==> src/rtl/divide4_ctrl.sv <==
// Sequencing controller for the radix-4 SRT divider datapath: handshake, load strobe,
// iteration count, on-the-fly quotient conversion and remainder sign correction.
module divide4_ctrl #(
    parameter int unsigned ITER = 4,
    parameter int unsigned W    = 8
) (
    input  logic              clk,
    input  logic              rst_n,
    input  logic              start,
    input  logic [W-1:0]      op1,
    input  logic [W-1:0]      op2,
    input  logic [3:0]        qdigit,
    input  logic [10:0]       sum,
    input  logic [10:0]       carry,
    output logic              state0,
    output logic [W-1:0]      dive,
    output logic [W-1:0]      divi,
    output logic              ready,
    output logic              done,
    output logic [2*ITER-1:0] q,
    output logic [10:0]       rem,
    output logic              err
);

    localparam int unsigned QW = 2 * ITER;
    localparam int unsigned RW = 11;
    localparam int unsigned CW = (ITER > 1) ? $clog2(ITER) : 1;

    typedef enum logic [2:0] {
        S_IDLE,
        S_LOAD,
        S_ITER,
        S_FIX,
        S_DONE
    } state_t;

    state_t          state;
    logic [CW-1:0]   cnt;
    logic [QW-1:0]   q_acc;
    logic [QW-1:0]   qm_acc;
    logic [QW-1:0]   q_nxt;
    logic [QW-1:0]   qm_nxt;
    logic            digit_bad;
    logic [RW-1:0]   r_sum;
    logic [RW-1:0]   r_fix;
    logic            bad_divisor;

    // On-the-fly conversion: q_acc holds the digit string value, qm_acc holds value-1
    always_comb begin
        digit_bad = 1'b0;
        q_nxt     = {q_acc[QW-3:0], 2'd0};
        qm_nxt    = {qm_acc[QW-3:0], 2'd3};
        case (qdigit)
            4'b1000: begin
                q_nxt  = {q_acc[QW-3:0], 2'd2};
                qm_nxt = {q_acc[QW-3:0], 2'd1};
            end
            4'b0100: begin
                q_nxt  = {q_acc[QW-3:0], 2'd1};
                qm_nxt = {q_acc[QW-3:0], 2'd0};
            end
            4'b0000: begin
                q_nxt  = {q_acc[QW-3:0], 2'd0};
                qm_nxt = {qm_acc[QW-3:0], 2'd3};
            end
            4'b0010: begin
                q_nxt  = {qm_acc[QW-3:0], 2'd3};
                qm_nxt = {qm_acc[QW-3:0], 2'd2};
            end
            4'b0001: begin
                q_nxt  = {qm_acc[QW-3:0], 2'd2};
                qm_nxt = {qm_acc[QW-3:0], 2'd1};
            end
            default: digit_bad = 1'b1;
        endcase
    end

    // Final remainder from the redundant Sum/Carry pair, with negative-sign correction
    always_comb begin
        r_sum       = sum + carry;
        r_fix       = r_sum + {{(RW-W){1'b0}}, divi};
        bad_divisor = (op2[W-1:W-2] != 2'b01);
    end

    always_ff @(posedge clk) begin
        if (!rst_n) begin
            state  <= S_IDLE;
            cnt    <= '0;
            q_acc  <= '0;
            qm_acc <= '0;
            state0 <= 1'b0;
            dive   <= '0;
            divi   <= '0;
            ready  <= 1'b1;
            done   <= 1'b0;
            q      <= '0;
            rem    <= '0;
            err    <= 1'b0;
        end else begin
            case (state)
                S_IDLE: begin
                    if (start) begin
                        dive   <= op1;
                        divi   <= op2;
                        q_acc  <= '0;
                        qm_acc <= '0;
                        ready  <= 1'b0;
                        if (bad_divisor) begin
                            err   <= 1'b1;
                            q     <= '1;
                            rem   <= {{(RW-W){1'b0}}, op1};
                            done  <= 1'b1;
                            state <= S_DONE;
                        end else begin
                            err    <= 1'b0;
                            q      <= '0;
                            rem    <= '0;
                            state0 <= 1'b1;
                            state  <= S_LOAD;
                        end
                    end
                end
                S_LOAD: begin
                    state0 <= 1'b0;
                    cnt    <= '0;
                    state  <= S_ITER;
                end
                S_ITER: begin
                    q_acc  <= q_nxt;
                    qm_acc <= qm_nxt;
                    if (digit_bad) begin
                        err <= 1'b1;
                    end
                    cnt <= cnt + CW'(1);
                    if (cnt == CW'(ITER - 1)) begin
                        state <= S_FIX;
                    end
                end
                S_FIX: begin
                    if (r_sum[RW-1]) begin
                        q   <= qm_acc;
                        rem <= r_fix;
                    end else begin
                        q   <= q_acc;
                        rem <= r_sum;
                    end
                    done  <= 1'b1;
                    state <= S_DONE;
                end
                S_DONE: begin
                    done  <= 1'b0;
                    ready <= 1'b1;
                    state <= S_IDLE;
                end
                default: state <= S_IDLE;
            endcase
        end
    end

endmodule

==> config.mk <==
export PLATFORM = sky130hd
export DESIGN_NAME = divide4_ctrl
export DESIGN_NICKNAME = d
export VERILOG_FILES = /design/src/rtl/divide4_ctrl.sv
export SDC_FILE = /design/constraint.sdc
export NUM_CORES = 1
export LEC_CHECK = 0
export CAP_MARGIN = 30
export CORE_ASPECT_RATIO = 1.5
export CORE_MARGIN = 1.5
export CORE_UTILIZATION = 50
export CTS_BUF_LIST = sky130_fd_sc_hd__clkbuf_8 sky130_fd_sc_hd__clkbuf_16
export DETAILED_ROUTE_END_ITERATION = 10
export PLACE_DENSITY_LB_ADDON = 0.08
export SLEW_MARGIN = 20
export SYNTH_ARGS = -nofsm -noshare
export SYNTH_HDL_FRONTEND = slang
export SYNTH_SLANG_ARGS = --single-unit
export TNS_END_PERCENT = 50
==> constraint.sdc <==
create_clock -name clk -period 4 [get_ports clk]
set_input_delay 0.8 -clock clk [delete_from_list [all_inputs] [get_ports clk]]
set_output_delay 0.8 -clock clk [all_outputs]
set_load 0.03 [all_outputs]
==> out/results.ini, run 1 <==
[cells_and_area]
multiInputGateArea_mm2=0.00227
antenna_cells=0
final_cell_mix=clkdlybuf4s50_1 (83), nand2_1 (72), dfxtp_1 (60)
syn_to_final_growth_pct=30.6
nets=595
final_common_cell=clkdlybuf4s50_1
final_cell_area_mm2=0.00469
regArea_mm2=0.00120
fill_cells=600
drive_gt1_share_pct=5.07

[synth]
synth_cells=452
synth_nets=518
synth_edf_count=0
synthTopCellsByArea=dfxtp_1 (33%), nand2_1 (7.5%), o21ai_0 (6.7%), ha_1 (6.6%), a21boi_0 (6.1%)
synth_area_leader_cell=dfxtp_1
yosysWarnings=0
dominantRegCellSynth=dfxtp_1
synth_cell_type_count=48
synth_sequential_area_ratio_pct=33.4
syn_area_mm2=0.00359
ys_async_sr_fraction_pct=0
synth.ff_latch_count=60
syn-mean-instance-area_um2=7.95
synth.top_cell.area_share_pct=33.4

[critical_path]
crit_fanout=5
crit_arrival_ps=4000
startpoint_type=input port
cp_top_family=compound AO/OA/AOI/OAI gates
path_cells=clkdlybuf4s50_1 > ha_1 > fa_1 > a21oi_2 > inv_1 > a21oi_1 > xnor2_1 > ha_1 > o21ai_0 > o21ai_0 > a21o_1 > a21oi_1 > or4_1 > nand3_1
setup.worst_path.class=in -> reg
cp-end-kind=flop
critical_path_buf_inv_count=2
required_ps=4280
cp_slowest_stage_delay_ps=500
critPathSlowestCell=or4_1

[cts]
cts_resized=0
cts_hold_buffers=0
numClockSinks=60
cts_tree=done
cts.clk_slew.worst_paths_ps=70
post-cts-setup-buffer-count=0
cts_root_buffer=clkbuf_8
clkLatencyLatePin_ps=340
cts_made_buffers=9
cts.path.max_buffers=2
h-tree-depth=3

[sta]
finalClockSkew_ps=8.27
fmax_mhz=269
setup_violations=0
slew_viol_final=0
hold_slack_ps=466
rsz0062_at_grt=false
fin_crit_sh_pct=93.0
maxSlewHeadroom_pct=45.4
min_period_ps=3720
postLayoutSetupSlackWorst_ps=281
final-hold-violation-count=0
worst_pin_slew_ps=813

[placed_design]
dpl_cell_area_mm2=0.00450
place_congestion=0.863
port_buffers=83
preCtsSetupSlack_ps=-45.3
hpwl_um=6990

[route]
wire_per_inst_um=15.3
antenna_left=0
first_pass_iters=4
drc=0
routed_via_density=5.81
routed_wirelength_um=9370
drtIter0Drc=195
route.vias.total=3551

[pwr]
power.density_mw_per_mm2=373
peakVddDrop_mv=0.278
p_leak_nw=1.84
total_power_mw=1.75

[floorplan]
die_h_um=107
placementRows=37
design.core.area_mm2=0.00690
num_io_pins=84
die-area_mm2=0.00771
start_util_pct=52.1
die_x_um=72.2

[global_route]
grt_pass1_wl_um=15500
grtUsageTotal_pct=25.4
grt_pass1_vias=3438
grt_start_max_net_pins=44
gr-total-overflow=0
antenna_found_initial=0

[flow_run]
maxCapViolations=0

[worst_hold_path]
hold_class=reg -> reg

[status]
status=completed

Yosys cell counts, types with 2 or more instances:
library cell   n
or4_1          2
dfxtp_1       60
a31oi_1        3
ha_1          19
inv_1          8
nand3_1       13
o21ai_0       48
mux2i_1       16
nor3_1        10
nand2b_1       3
xnor2_1       10
o22ai_1        2
clkbuf_1      23
or3_1          2
and3_1         3
fa_1           2
o211ai_1       6
o22a_1         2
buf_2          2
o21a_1         3
and2_1         6
nor2b_1        4
o2111ai_1      2
xor2_1         8
a21o_1         6
a211o_1        2
a21oi_1       40
a211oi_1       6
a21boi_0      29
a22oi_1        8
nor2_1        16
nand2_1       72
stage by stage:
step	cells	util (%)	setup TNS, ps
2_1_floorplan	452	-	0
4_1_cts	611	68.0	0
6_report	611	68.0	0
3_3_place_gp	595	65.2	0
5_1_grt	611	68.0	0
3_5_place_dp	596	65.3	-51.9
cell type report:
type                       instances  area share (%)
clock buffer                      10            2.93
clock inverter                     5            1.12
inverter                           8           0.640
multi-input combinational        359            48.4
sequential                        60            25.6
tap                               78            2.08
timing repair buffer              91            19.3
sequential cells by signal, indices dropped and copies added (netlist names):
name	count
rem	11
dive	8
divi	8
q	8
q_acc	8
qm_acc	8
state	3
cnt	2
done	1
err	1
ready	1
state0	1
power breakdown:
group / internal (mW) / switching [mW] / total [mW]
logic: 0.243 / 0.309 / 0.552
registers: 0.633 / 0.0276 / 0.661
clock network: 0.298 / 0.240 / 0.538
per-layer routing:
| layer | up-vias | part of all wire (%) | track usage, % |
|---|---|---|---|
| met1 | 1660 | 41 | 28.9 |
| met4 | 0 | 1.6 | 10.1 |
| li1 | 1790 | - | - |
| met2 | 90 | 53 | 46.1 |
| met3 | 11 | 4.7 | 4.51 |
| met5 | - | 0 | 0 |
logic make-up after synthesis:
family	synth area share (%)
xor+xnor	4.39
compound gates	29.7
fa+ha+maj	7.73
buf+inv	3.52
mux	4.46
flops	33.4
simple gates	16.7
worst paths after layout:
path | from | slack [ps] | to | depth (start not counted)
setup / recovery | sum[0] | 280 | rem[8] | 14
hold / removal | dive[4] | 470 | dive[4] | 2
setup reg to reg | divi[0] | 1690 | rem[10] | 8
hold reg to reg | dive[4] | 470 | dive[4] | 2
worst reg2reg max path, cell delays in order (launching register included):
cell and delay (ps):
dfxtp_1 320, ha_1 220, fa_1 430, a211oi_1 320, o21ai_0 200, a21o_1 210, a21o_1 190, a311oi_1 240
a31o_1 140
No activity file was read; power rests on OpenSTA's default activity.
==> run 2, diff against run 1 <==
--- a/config.mk
+++ b/config.mk
@@ -8,7 +8,7 @@
 export CAP_MARGIN = 30
 export CORE_ASPECT_RATIO = 1.5
 export CORE_MARGIN = 1.5
-export CORE_UTILIZATION = 50
+export CORE_UTILIZATION = 40
 export CTS_BUF_LIST = sky130_fd_sc_hd__clkbuf_8 sky130_fd_sc_hd__clkbuf_16
 export DETAILED_ROUTE_END_ITERATION = 10
 export PLACE_DENSITY_LB_ADDON = 0.08
==> run 2 against run 1 <==
  * Clock skew about the same
  * Total power increased by 19%
  * Combinational power hardly changed
  * Highest routed layer unchanged
  * Non-clock buffer count down 1
  * Worst hold slack got worse by 7.5 ps
  * Die area is 24% higher
  * Routed wire length increased by 7.2%
==> out/results.ini, run 2 (synthesized netlist as in run 1, its figures left out) <==
[floorplan]
design.core.area_mm2=0.00878  ; +27%
die_h_um=119  ; +11%
placementRows=42  ; +14%
die_x_um=80.4  ; +11%
num_io_pins=84  ; unchanged
start_util_pct=40.9  ; -11 points
die-area_mm2=0.00957  ; +24%

[critical_path]
cp-end-kind=flop
setup.worst_path.class=in -> reg
critical_path_buf_inv_count=2  ; unchanged
path_cells=clkdlybuf4s50_1 > ha_1 > fa_1 > a21oi_2 > inv_1 > a21oi_1 > xnor2_1 > ha_1 > o21ai_0 > o21ai_0 > a21o_1 > a21oi_1 > or4_1 > nand3_1
reg2reg_setup_slack_ps=1670  ; -20 ps
crit_fanout=5  ; unchanged
required_ps=4270  ; about the same
crit_arrival_ps=4010  ; about the same
critPathSlowestCell=or4_1
cp_slowest_stage_delay_ps=510  ; about the same
crit_start=sum[0]
cp_top_family=adder cells
r2r-end=q[4]
startpoint_type=input port
reg2reg_from=state[0]
worstRegToRegCells=7  ; -1

[flow_run]
maxCapViolations=0  ; unchanged

[sta]
maxSlewHeadroom_pct=45.1  ; -0.27 points
slew_viol_final=0  ; unchanged
fmax_mhz=268  ; -0.42%
rsz0062_at_grt=false
setup_violations=0  ; unchanged
min_period_ps=3730  ; +15.8 ps
final-hold-violation-count=0  ; unchanged
finalClockSkew_ps=8.02  ; -0.253 ps
postLayoutSetupSlackWorst_ps=265  ; -15.8 ps
fin_crit_sh_pct=93.4  ; +0.39 points
worst_pin_slew_ps=817  ; +4.03 ps

[route]
drtIter0Drc=119  ; -39%
first_pass_iters=5  ; +1
drc=0  ; unchanged
route.vias.total=3577  ; +0.73%
routed_via_density=5.56  ; -4.3%
antenna_left=0  ; unchanged
routed_wirelength_um=10000  ; +7.2%
wire_per_inst_um=15.6  ; +1.9%

[global_route]
grt_start_max_net_pins=47  ; +6.8%
grt_pass1_vias=3430  ; -0.23%
antenna_found_initial=0  ; unchanged
grt_pass1_wl_um=15900  ; +2.1%
gr-total-overflow=0  ; unchanged
grtUsageTotal_pct=21.4  ; -4.0 points

[cells_and_area]
antenna_cells=0  ; unchanged
utilization_pct=55.5  ; -13 points
nets=594  ; -0.17%
largest_reg_flops=11  ; unchanged
syn_to_final_growth_pct=35.5
final_cell_count_no_fill=643  ; +5.2%
final_common_cell=clkdlybuf4s50_1
fill_cells=852  ; +42%
final_cell_mix=clkdlybuf4s50_1 (83), nand2_1 (72), dfxtp_1 (60)
largest_register=rem
drive_gt1_share_pct=4.69  ; -0.38 points

[cts]
h-tree-depth=3  ; unchanged
post-cts-setup-buffer-count=0  ; unchanged
numClockSinks=60  ; unchanged
cts_tree=done
cts_resized=0  ; unchanged
cts_hold_buffers=0  ; unchanged
cts_root_buffer=clkbuf_16
clkLatencyLatePin_ps=330  ; about the same
cts_made_buffers=9  ; unchanged
cts.clk_slew.worst_paths_ps=50  ; -20 ps
cts.path.max_buffers=2  ; unchanged

[pwr]
peakVddDrop_mv=0.266  ; -4.5%
p_leak_nw=1.91  ; +3.7%
power.density_mw_per_mm2=429  ; +15%

[worst_hold_path]
worstHoldEndpoint=qm_acc[6]
hold_class=reg -> reg
worstHoldStart=qm_acc[6]
hold_depth=2  ; unchanged

[placed_design]
dp_cells=627  ; +5.2%
port_buffers=83  ; unchanged
hpwl_um=7230  ; +3.4%
preCtsSetupSlack_ps=-52.9  ; -7.58 ps
place_congestion=0.838  ; -2.9%

[status]
status=completed

-- run 2: cell type report --
class	count	area (um^2)	share of cell area (%)
repair buffers	90	896	18.4
flip-flops and latches	60	1200	24.7
clock buffers	9	225	4.63
well taps	110	138	2.83
clock inverters	7	108	2.21
inverters	8	30.0	0.617
multi-input cells	359	2270	46.6
-- run 2: report_power, final --
group,switching (mW),internal [mW]
sequential,0.0279,0.634
clock,0.269,0.601
combinational,0.314,0.240
total,0.611,1.48
-- run 2: routing by layer --
metal  vias to the layer above  share of wire (%)  global-route usage (%)
li1                       1783                  -                       -
met1                      1688                 41                    22.9
met2                        93                 53                    40.3
met3                        13                4.1                    2.45
met4                         0                2.0                    9.81
met5                         -                  0                       0
-- run 2: worst reg2reg max path, cell delays in order (launching register included) --
cell and delay, ps:
dfxtp_1 610, nor2_1 170, nand3_1 120, buf_4 340, nor2_1 120, nor2b_1 520
o21ai_0 220, a21oi_1 160
-- run 2: how the worst max path moves through the flow --
stage	slack (ps)	end	cells past startpoint
6_report	270	rem[8]	14
5_1_grt	20	rem[8]	14
4_1_cts	290	rem[9]	14
3_5_place_dp	-50	rem[9]	14
3_3_place_gp	20	rem[8]	14
2_1_floorplan	640	rem[8]	13
-- run 2: through the flow --
step                hold slack [ps]  TNS, ps  power [mW]  instance area, um^2
floorplan                       440        0        1.03                 3590
detailed placement              455    -95.0        1.22                 4530
global route                    487        0        2.18                 4870
global placement                453        0        1.21                 4530
finish                          459        0        2.09                 4870
CTS                             462        0        2.10                 4870
